File: src/rtl/memory_port_arbiter.sv
// ============================================================================
//  memory_port_arbiter
//  Two-lane arbiter for a single wait-stated RAM port, with a hang watchdog.
//  Revision: 1.0
// ============================================================================
`default_nettype none

module memory_port_arbiter #(
   parameter bit          ORDERED = 1'b1,
   parameter int unsigned TIMEOUT = 255
) (
   input  logic        clk,
   input  logic        rst,
   input  logic        req1,
   input  logic        req2,
   input  logic        we1,
   input  logic        we2,
   input  logic [31:0] addr1,
   input  logic [31:0] addr2,
   input  logic [31:0] wdata1,
   input  logic [31:0] wdata2,
   input  logic [31:0] ram_r_line,
   input  logic        ram_ready,
   output logic [31:0] ram_addr,
   output logic [31:0] ram_w_line,
   output logic        ram_r,
   output logic        ram_w,
   output logic        gnt1,
   output logic        gnt2,
   output logic [31:0] rdata1,
   output logic [31:0] rdata2,
   output logic        stall,
   output logic        err
);

   typedef enum logic [0:0] {IDLE = 1'b0, ACCESS = 1'b1} state_t;

   localparam logic [7:0] WDOG_MAX = 8'(TIMEOUT - 1);

   state_t     state, next_state;
   logic       cur;          // 0 = lane 1, 1 = lane 2
   logic       last;
   logic [7:0] wdog;

   logic elig1, elig2, pick, other_elig;
   logic issue, issue_lane, done, abort;

   // A lane whose grant is pulsing this cycle is masked so a held req is not re-served.
   assign elig1      = req1 & ~gnt1;
   assign elig2      = req2 & ~gnt2;
   assign pick       = (elig1 && elig2) ? (ORDERED ? 1'b0 : ~last) : elig2;
   assign other_elig = cur ? elig1 : elig2;
   assign stall      = (req1 & ~gnt1) | (req2 & ~gnt2);

   always_ff @(posedge clk or negedge rst) begin
      if (!rst) state <= IDLE;
      else      state <= next_state;
   end

   always_comb begin
      next_state = state;
      issue      = 1'b0;
      issue_lane = pick;
      done       = 1'b0;
      abort      = 1'b0;
      case (state)
         IDLE: begin
            if (elig1 || elig2) begin
               issue      = 1'b1;
               next_state = ACCESS;
            end
         end
         ACCESS: begin
            if (ram_ready) begin
               done = 1'b1;
               if (other_elig) begin
                  issue      = 1'b1;
                  issue_lane = ~cur;
               end else begin
                  next_state = IDLE;
               end
            end else if (wdog == WDOG_MAX) begin
               done       = 1'b1;
               abort      = 1'b1;
               next_state = IDLE;
            end
         end
         default: next_state = IDLE;
      endcase
   end

   always_ff @(posedge clk or negedge rst) begin
      if (!rst) begin
         cur        <= 1'b0;
         last       <= 1'b1;
         wdog       <= 8'd0;
         ram_addr   <= 32'd0;
         ram_w_line <= 32'd0;
         ram_r      <= 1'b0;
         ram_w      <= 1'b0;
         gnt1       <= 1'b0;
         gnt2       <= 1'b0;
         rdata1     <= 32'd0;
         rdata2     <= 32'd0;
         err        <= 1'b0;
      end else begin
         gnt1 <= 1'b0;
         gnt2 <= 1'b0;
         if (state == ACCESS && !ram_ready) wdog <= wdog + 8'd1;
         if (done) begin
            last  <= cur;
            ram_r <= 1'b0;
            ram_w <= 1'b0;
            if (cur) gnt2 <= 1'b1;
            else     gnt1 <= 1'b1;
            if (ram_r) begin
               if (cur) rdata2 <= abort ? 32'd0 : ram_r_line;
               else     rdata1 <= abort ? 32'd0 : ram_r_line;
            end
         end
         if (abort) err <= 1'b1;
         // Issue overrides the strobe clear so back-to-back accesses leave no gap.
         if (issue) begin
            cur        <= issue_lane;
            wdog       <= 8'd0;
            ram_addr   <= issue_lane ? addr2  : addr1;
            ram_w_line <= issue_lane ? wdata2 : wdata1;
            ram_r      <= issue_lane ? ~we2   : ~we1;
            ram_w      <= issue_lane ? we2    : we1;
         end
      end
   end

endmodule

`default_nettype wire

File: config.mk
export PLATFORM = sky130hd
export DESIGN_NAME = memory_port_arbiter
export DESIGN_NICKNAME = d
export VERILOG_FILES = /design/src/rtl/memory_port_arbiter.sv
export SDC_FILE = /design/constraint.sdc
export NUM_CORES = 1
export LEC_CHECK = 0
export ABC_AREA = 1
export ABC_CLOCK_PERIOD_IN_PS = 2200
export CAP_MARGIN = 20
export CORE_ASPECT_RATIO = 1.2
export CORE_UTILIZATION = 29
export CTS_CLUSTER_DIAMETER = 80
export DETAILED_ROUTE_END_ITERATION = 10
export PLACE_DENSITY = 0.69
export SETUP_SLACK_MARGIN = 0.05
export SLEW_MARGIN = 40
export SYNTH_ARGS = -nofsm -noshare
export SYNTH_HDL_FRONTEND = slang
export SYNTH_SLANG_ARGS = --single-unit
export TNS_END_PERCENT = 20
File: constraint.sdc
create_clock -name clk -period 2.2 [get_ports clk]
set_input_delay 0.22 -clock clk [delete_from_list [all_inputs] [get_ports clk]]
set_output_delay 0.22 -clock clk [all_outputs]
set_load 0.02 [all_outputs]
## After elaboration in Yosys (flattened, before gate mapping)

Index checks and enable logic that the tools add are counted.

| cells by class | value |
|---|---|
| $add $sub $neg | 1 |
| multiply operators | 0 |
| divide/modulo/power cells | 0 |
| order comparisons | 0 |
| equal/unequal tests | 1 |
| shifts and indexed selects | 0 |
| mux-type cells | 31 |
| bitwise logic cells | 9 |
| reduce and logical (&&, ||, !) cells | 8 |

Operators with widths:

| operator | number |
|---|---|
| $mux 32 | 3 |
| $mux 1 | 24 |
| $mux 8 | 2 |
| $add 8x1->8 const B | 1 |
| $eq 8x8->1 const B | 1 |
| $not 1->1 | 6 |
| $reduce_and 3->1 | 2 |
| $pmux 1 s2 | 2 |
| $reduce_bool 2->1 | 2 |
| $and 1x1->1 | 2 |
| $logic_and 1x1->1 | 2 |
| $logic_not 1->1 | 1 |
| $logic_or 1x1->1 | 1 |
| $or 1x1->1 | 1 |

| word-level totals | value |
|---|---|
| bits in registers | 143 |
| latch bits | 0 |
| bits in writable memories | 0 |
| bits in read-only memories | 0 |
| input bits | 167 |
| output and inout bits | 134 |
| word-level logic and storage cells | 62 |
| memories kept | 0 |

## Longest topological paths before layout

Gate-level depths: netlist of run 1.

| depth | value |
|---|---|
| word-level depth | 9 |
| mapped depth | 10 |
| depth with buffers taken out | 9 |

## Worst setup path before layout of run 1

OpenSTA, ideal clock, no wires.

| path | value |
|---|---|
| kind | register to register |
| from | reg wdog[0] |
| to | reg rdata1[22] |
| library setup time | 0.119 ns |
| arrival | 1.463 ns |
| required time | 2.081 ns |
| slack | 0.619 ns |
| cell stages (with the launch flop) | 11 |
| path buffers | 1 |
| clock period less this slack | 1.581 ns |
| cells stage by stage | dfrtp_1 inv_1 ha_1 nand2_1 nor2_1 nand3_2 nand2_4 nand3_2 buf_2 nand2_1 nand2_1 |

| on the way | value |
|---|---|
| word-level cells in the longest chain between the ends | 5 |
| elaborated cells between the ends (all ways) | 8 |
| those cells by class | eq/ne (1); mux (6); reduce/logical (1) |

RTL lines:

| item | RTL line | source |
|---|---|---|
| start: declaration | 43 | `logic [7:0] wdog;` |
| start signal: assignment | 109 | `if (state == ACCESS && !ram_ready) wdog <= wdog + 8'd1;` |
| $eq 8x8->1 * | 82 | `end else if (wdog == WDOG_MAX) begin` |
| $mux 1 * | 82 |  |
| $mux 1 | 74 | `if (ram_ready) begin` |
| $mux 1 | 66 | `case (state)` |
| $reduce_and 3->1 (no line) or $mux 32 (tied branches) | n/a |  |
| end signal: assignment | 118 | `else rdata1 <= abort ? 32'd0 : ram_r_line;` |
| end: declaration | 30 | `output logic [31:0] rdata1,` |

Mark *: on every way between the ends. The rest lies on a longest branch, timed or not.
A chain may end at the register's enable or synchronous reset.

## Worst setup path after layout of run 1

| path | value |
|---|---|
| from | reg gnt1 |
| to | out stall |

| on the way | value |
|---|---|
| word-level cells in the longest chain between the ends | 3 |

RTL lines:

| item | RTL line | source |
|---|---|---|
| start: declaration | 28 | `output logic gnt1,` |
| start signal: assignment | 101 | `gnt1 <= 1'b0;` |
| start signal: assignment | 107 | `gnt1 <= 1'b0;` |
| start signal: assignment | 115 | `else gnt1 <= 1'b1;` |
| $not 1->1 | 53 | `assign stall = (req1 & ~gnt1) \| (req2 & ~gnt2);` |
| $and 1x1->1 | 53 |  |
| $or 1x1->1 | 53 |  |
| end: declaration | 32 | `output logic stall,` |

Every way passes these cells.

==> results of run 1 <==
==> metrics by stage <==
step | instances | util, %
2_1_floorplan | 911 | -
3_3_place_gp | 1496 | 42.9
3_5_place_dp | 1496 | 42.9
4_1_cts | 1529 | 45.3
5_1_grt | 1529 | 45.3
6_report | 1529 | 45.3
==> Yosys cell counts, types with 2 or more instances <==
| cell type | instances | area, sq um |
|---|---|---|
| buf_1 | 6 | 22.5 |
| inv_1 | 109 | 409 |
| ha_1 | 2 | 25.0 |
| nand2_1 | 362 | 1360 |
| nand3_2 | 5 | 50.1 |
| xor2_1 | 2 | 17.5 |
| buf_2 | 30 | 150 |
| o21ai_2 | 30 | 263 |
| nand2_2 | 2 | 12.5 |
| buf_6 | 7 | 78.8 |
| inv_2 | 4 | 15.0 |
| nand3b_1 | 65 | 488 |
| nand2_4 | 2 | 22.5 |
| nand4_1 | 34 | 213 |
| clkbuf_1 | 8 | 30.0 |
| o21ai_0 | 2 | 10.0 |
| nand3_1 | 77 | 385 |
| buf_4 | 6 | 45.0 |
| o21ai_1 | 2 | 10.0 |
| nor2_1 | 8 | 30.0 |
| nor2_4 | 2 | 22.5 |
| dfrtp_1 | 143 | 3580 |
==> final cells by class <==
class	count	area [sq um]	share of cell area, %
flip-flops and latches	143	3580	32.0
repair buffers	318	3250	29.1
multi-input cells	598	2930	26.2
clock buffers	18	439	3.93
inverters	113	424	3.79
well taps	325	407	3.64
clock inverters	14	145	1.30
==> worst min path at each step <==
| stage | from | endpoint | slack, ps | cells past startpoint |
|---|---|---|---|---|
| final | rst | rdata2[4] | 310 | 2 |
| after global routing | rst | rdata2[3] | 340 | 2 |
| after CTS | rst | rdata2[3] | 310 | 2 |
| after detailed placement | rst | rdata2[6] | 190 | 1 |
| after global placement | rst | rdata2[3] | 190 | 1 |
| after floorplan | rst | cur | -80 | 0 |
==> power by group through the flow <==
stage                     combinational [mW]  sequential (mW)  clock (mW)
after floorplan                         2.74             5.99           0
after global placement                  7.76             4.60           0
after detailed placement                7.85             4.61           0
after CTS                               7.86             4.60        2.97
after global routing                    8.42             4.74        3.10
final                                   7.77             4.59        2.87
==> sequential cells by signal (all words and copies together), names as in the netlist <==
name,flops
cur,1
err,1
gnt1,1
gnt2,1
ram_addr,32
ram_r,1
ram_w,1
ram_w_line,32
rdata1,32
rdata2,32
state,1
wdog,8
==> metal layers <==
| layer | wire (um) | track usage [%] |
|---|---|---|
| met5 | 0 | 0 |
| met4 | 348 | 5.21 |
| met3 | 1560 | 5.74 |
| met2 | 10600 | 29.9 |
| met1 | 9560 | 21.1 |
==> kinds of logic (layout without fill, tap and decap cells) <==
logic type | after synthesis | count (layout) | share of synthesized area, %
XOR/XNOR | 3 | 3 | 0.362
buffers and inverters | 170 | 463 | 10.3
AO/OA/AOI/OAI | 34 | 34 | 3.90
flip-flops | 143 | 143 | 49.3
AND/OR/NAND/NOR | 559 | 559 | 35.7
adder cells (fa/ha/maj) | 2 | 2 | 0.345
==> worst reg2reg max path: cells and delay by family (launching register included) <==
family | cells | cell delay [ps]
simple gates | 6 | 830
buf+inv | 2 | 450
flops | 1 | 410
fa+ha+maj | 1 | 160
==> timing repair <==
action	in CTS	in global routing
endpoints found under the hold margin	44	0
endpoints found under the setup margin	0	0
hold buffers	1	0
==> results.yml, run 1 <==
outcome:
  status: "completed"
global_route:
  antenna_found_initial: 0
  grt_pass1_wl_um: 35500
  grt_pass1_vias: 6636
  grt_usage_pct: 17.6
  grt_max_degree: 66
  grt-ovfl-total: 0
setup_path:
  worst_setup_path_end_kind: "primary output"
  r2r_cells: 9
  rr_startpoint: "wdog[0]"
  reg2reg_slack_ps: 290
  startpoint: "gnt1"
  critPathSlowestCell: "clkdlybuf4s50_1"
  cpPeakStageDelay_ps: 660
  cp.depth: 4
  critPathRequiredTime_ps: 1980
  crit_top_cell: "nand2_1"
  criticalPathCategory: "reg2out"
  endpoint: "stall"
  cp_max_fo: 2
  start_kind: "flop"
  r2r-end: "rdata1[15]"
  worst-path-buf-inv: 2
  cp_cell_sequence: "inv_1 > nand2_1 > nand2_1 > clkdlybuf4s50_1"
  crit_family: "buffers and inverters"
  arrival_ps: 1720
routing:
  drt-total-wl_um: 22100
  wl_per_cell_um: 14.5
  drcViolationCount: 0
  firstDrtPassIters: 5
  num_vias: 6819
  drtIter0Drc: 298
  viasPerCell: 4.46
  ant_nets: 0
pwr:
  p_leak_nw: 5.53
  p_int_mw: 8.91
  pwr-share-clk_pct: 18.8
  swShare_pct: 41.5
  power.density_mw_per_mm2: 1360
  p_sw_mw: 6.32
  comb_power_share_pct: 51.0
  total_power_mw: 15.2
  seqPwrFrac_pct: 30.2
  vdd_drop_max_v: 0.000533
layout:
  design_area_sq_mm: 0.0112
  drive_gt1_share_pct: 8.14
  final_common_cell: "nand2_1"
  nets: 1360
  fillerInstances: 2465
  n_antenna_cell: 0
  final_cell_mix: "nand2_1 (360), clkdlybuf4s50_1 (299), dfrtp_1 (143), inv_1 (109), nand3_1 (77)"
  area_growth_pct: 54.1
synthesis:
  ys.flop_type: "dfrtp_1"
  yosysWarnings: 0
  avgSynthCellArea_sq_um: 7.97
  synthArstFlopShare_pct: 100
  syn_nets: 1080
  ys_seq_area_share_pct: 49.3
  syn_area_sq_mm: 0.00726
  ys_types: 25
  synth_edf_count: 0
  syn_inst: 911
  ys_seq_elements: 143
sta:
  rsz0062_at_grt: "no"
  fin_ws_ps: 265
  skew_ps: 13.6
  finalSetupViolations: 0
  max_freq_ghz: 0.517
  hold_ws_ps: 315
  slew_violations: 0
  max_slew.worst_pin.slew_ps: 502
  relSlewSlack_pct: 66.4
  period_minus_slack_ps: 1940
  fin_crit_sh_pct: 88.0
  hold_violations: 0
  fin_setup_tns_ps: 0
place:
  placed_cell_area_sq_mm: 0.0106
  place.gp.congestion: 0.792
  pre_cts_ws_ps: 232
  port-buffer-count: 300
  dp_hpwl_um: 15300
clocking:
  ctsResizeCount: 0
  cts.clk_slew.worst_paths_ps: 60
  clock-sinks: 143
  cts.path.max_buffers: 2
  cts_buffers: 17
  clock_latency_ps: 420
  cts_root_buffer: "clkbuf_16"
  cts_tree: "built"
  htree_num_levels: 4
  cts_setup_buffers: 0
die:
  die-area_sq_mm: 0.0257
  ios: 301
  die_h_um: 175
  row_count: 63
  core_area_sq_mm: 0.0247
  die_x_um: 146
  initial_utilization_pct: 29.4
worst_hold_path:
  hp-class: "in2async"
job:
  cap_violations: 0
Power figures use the tool's default switching activity.
==> run 2, diff against run 1 <==
--- a/config.mk
+++ b/config.mk
@@ -10,6 +10,7 @@
 export CAP_MARGIN = 20
 export CORE_ASPECT_RATIO = 1.2
 export CORE_UTILIZATION = 29
+export CTS_BUF_LIST = sky130_fd_sc_hd__clkbuf_2
 export CTS_CLUSTER_DIAMETER = 80
 export DETAILED_ROUTE_END_ITERATION = 10
 export PLACE_DENSITY = 0.69
==> results.yml, run 2 (same netlist as run 1, synthesis figures left out) <==
clocking:
  clock_latency_ps: 700
  cts_setup_buffers: 0
  cts_root_buffer: "clkbuf_2"
  htree_num_levels: 4
  cts_tree: "built"
  cts.clk_slew.worst_paths_ps: 220
  cts.path.max_buffers: 2
  clock-sinks: 143
  cts_buffers: 17
setup_path:
  r2r-end: "rdata1[15]"
  rr_startpoint: "wdog[0]"
  cp_max_fo: 4
  start_kind: "flop"
  arrival_ps: 1780
  crit_family: "buffers and inverters"
  reg2reg_slack_ps: 280
  cp_cell_sequence: "clkdlybuf4s50_1"
  critPathSlowestCell: "clkdlybuf4s50_1"
  worst-path-buf-inv: 1
  criticalPathCategory: "reg2out"
  cpPeakStageDelay_ps: 670
  critPathRequiredTime_ps: 1980
  r2r_cells: 9
  worst_setup_path_end_kind: "primary output"
worst_hold_path:
  hp-start: "ram_r_line[10]"
  min_path_cells: 3
  min_to: "rdata2[10]"
  hp-class: "in2reg"
sta:
  hold_ws_ps: 116
  hold_violations: 0
  max_slew.worst_pin.slew_ps: 485
  relSlewSlack_pct: 67.5
  period_minus_slack_ps: 2000
  rsz0062_at_grt: "yes"
  skew_ps: 52.1
  finalSetupViolations: 0
  fin_crit_sh_pct: 90.8
  fin_setup_tns_ps: 0
  slew_violations: 0
  max_freq_ghz: 0.501
layout:
  nets: 1405
  register_area_sq_mm: 0.00358
  fillerInstances: 2450
  drive_gt1_share_pct: 7.85
  area_growth_pct: 55.8
  multi_input_area_sq_mm: 0.00293
  final_cell_mix: "nand2_1 (360), clkdlybuf4s50_1 (294), dfrtp_1 (143), inv_1 (109), nand3_1 (77)"
  final_common_cell: "nand2_1"
global_route:
  grt_usage_pct: 18.1
  grt_pass1_vias: 6961
  antenna_found_initial: 1
  grt-ovfl-total: 0
  grt_pass1_wl_um: 36600
  grt_max_degree: 66
die:
  ios: 301
  die_x_um: 146
  initial_utilization_pct: 29.4
  row_count: 63
  die-area_sq_mm: 0.0257
  die_h_um: 175
  core_area_sq_mm: 0.0247
routing:
  drcViolationCount: 0
  firstDrtPassIters: 4
  drtIter0Drc: 281
  num_vias: 7036
  drt-total-wl_um: 22900
  ant_nets: 0
  wl_per_cell_um: 14.6
  viasPerCell: 4.47
pwr:
  total_power_mw: 14.0
  vdd_drop_max_v: 0.000511
  power.density_mw_per_mm2: 1240
  p_leak_nw: 5.63
place:
  port-buffer-count: 300
  place.gp.congestion: 0.792
  dp_hpwl_um: 15300
job:
  cap_violations: 0
outcome:
  status: "completed"
-- run 2: final cells by class --
type                    instances  share of cell area (%)
diodes                          1                  0.0221
flip-flops and latches        143                    31.6
clock buffers                  17                   0.752
well taps                     325                    3.60
multi-input cells             598                    25.9
repair buffers                363                    33.0
clock inverters                15                    1.32
inverters                     113                    3.75
-- run 2: metal layers --
metal / GRT usage (%) / routed length [um]
met5: 0 / 0
met4: 5.34 / 374
met1: 21.2 / 9850
met2: 31.7 / 11200
met3: 5.48 / 1510
-- run 2: worst max path at each step --
| stage | end | cells past startpoint | from | slack, ps |
|---|---|---|---|---|
| final | ram_r | 1 | ram_r | 200 |
| after floorplan | rdata1[22] | 10 | wdog[0] | 620 |
| after global placement | rdata1[15] | 9 | wdog[0] | 270 |
| after detailed placement | ram_addr[30] | 9 | ram_ready | 230 |
| after global routing | stall | 4 | gnt1 | 10 |
| after CTS | ram_addr[21] | 1 | ram_addr[21] | 30 |
-- run 2: report_power, final --
part	total [mW]	switching, mW	internal [mW]
Clock	1.55	1.11	0.442
Sequential	4.58	0.732	3.84
Combinational	7.85	4.39	3.46
Total	14.0	6.23	7.75
-- run 2: stage by stage --
step	cells	cell area (sq um)	setup slack (ps)	util, %
floorplan	911	7260	619	-
global placement	1496	10600	265	42.9
detailed placement	1496	10600	232	42.9
CTS	1571	11300	31.1	45.7
global route	1575	11300	13.6	45.8
finish	1575	11300	203	45.8
-- run 2: timing repair --
item                                    in CTS  in global routing
gates cloned                                 0                  0
endpoints found under the setup margin       2                 24
resized for setup                            1                  4
hold buffers                                43                  3
hold endpoints to repair                   183                  3
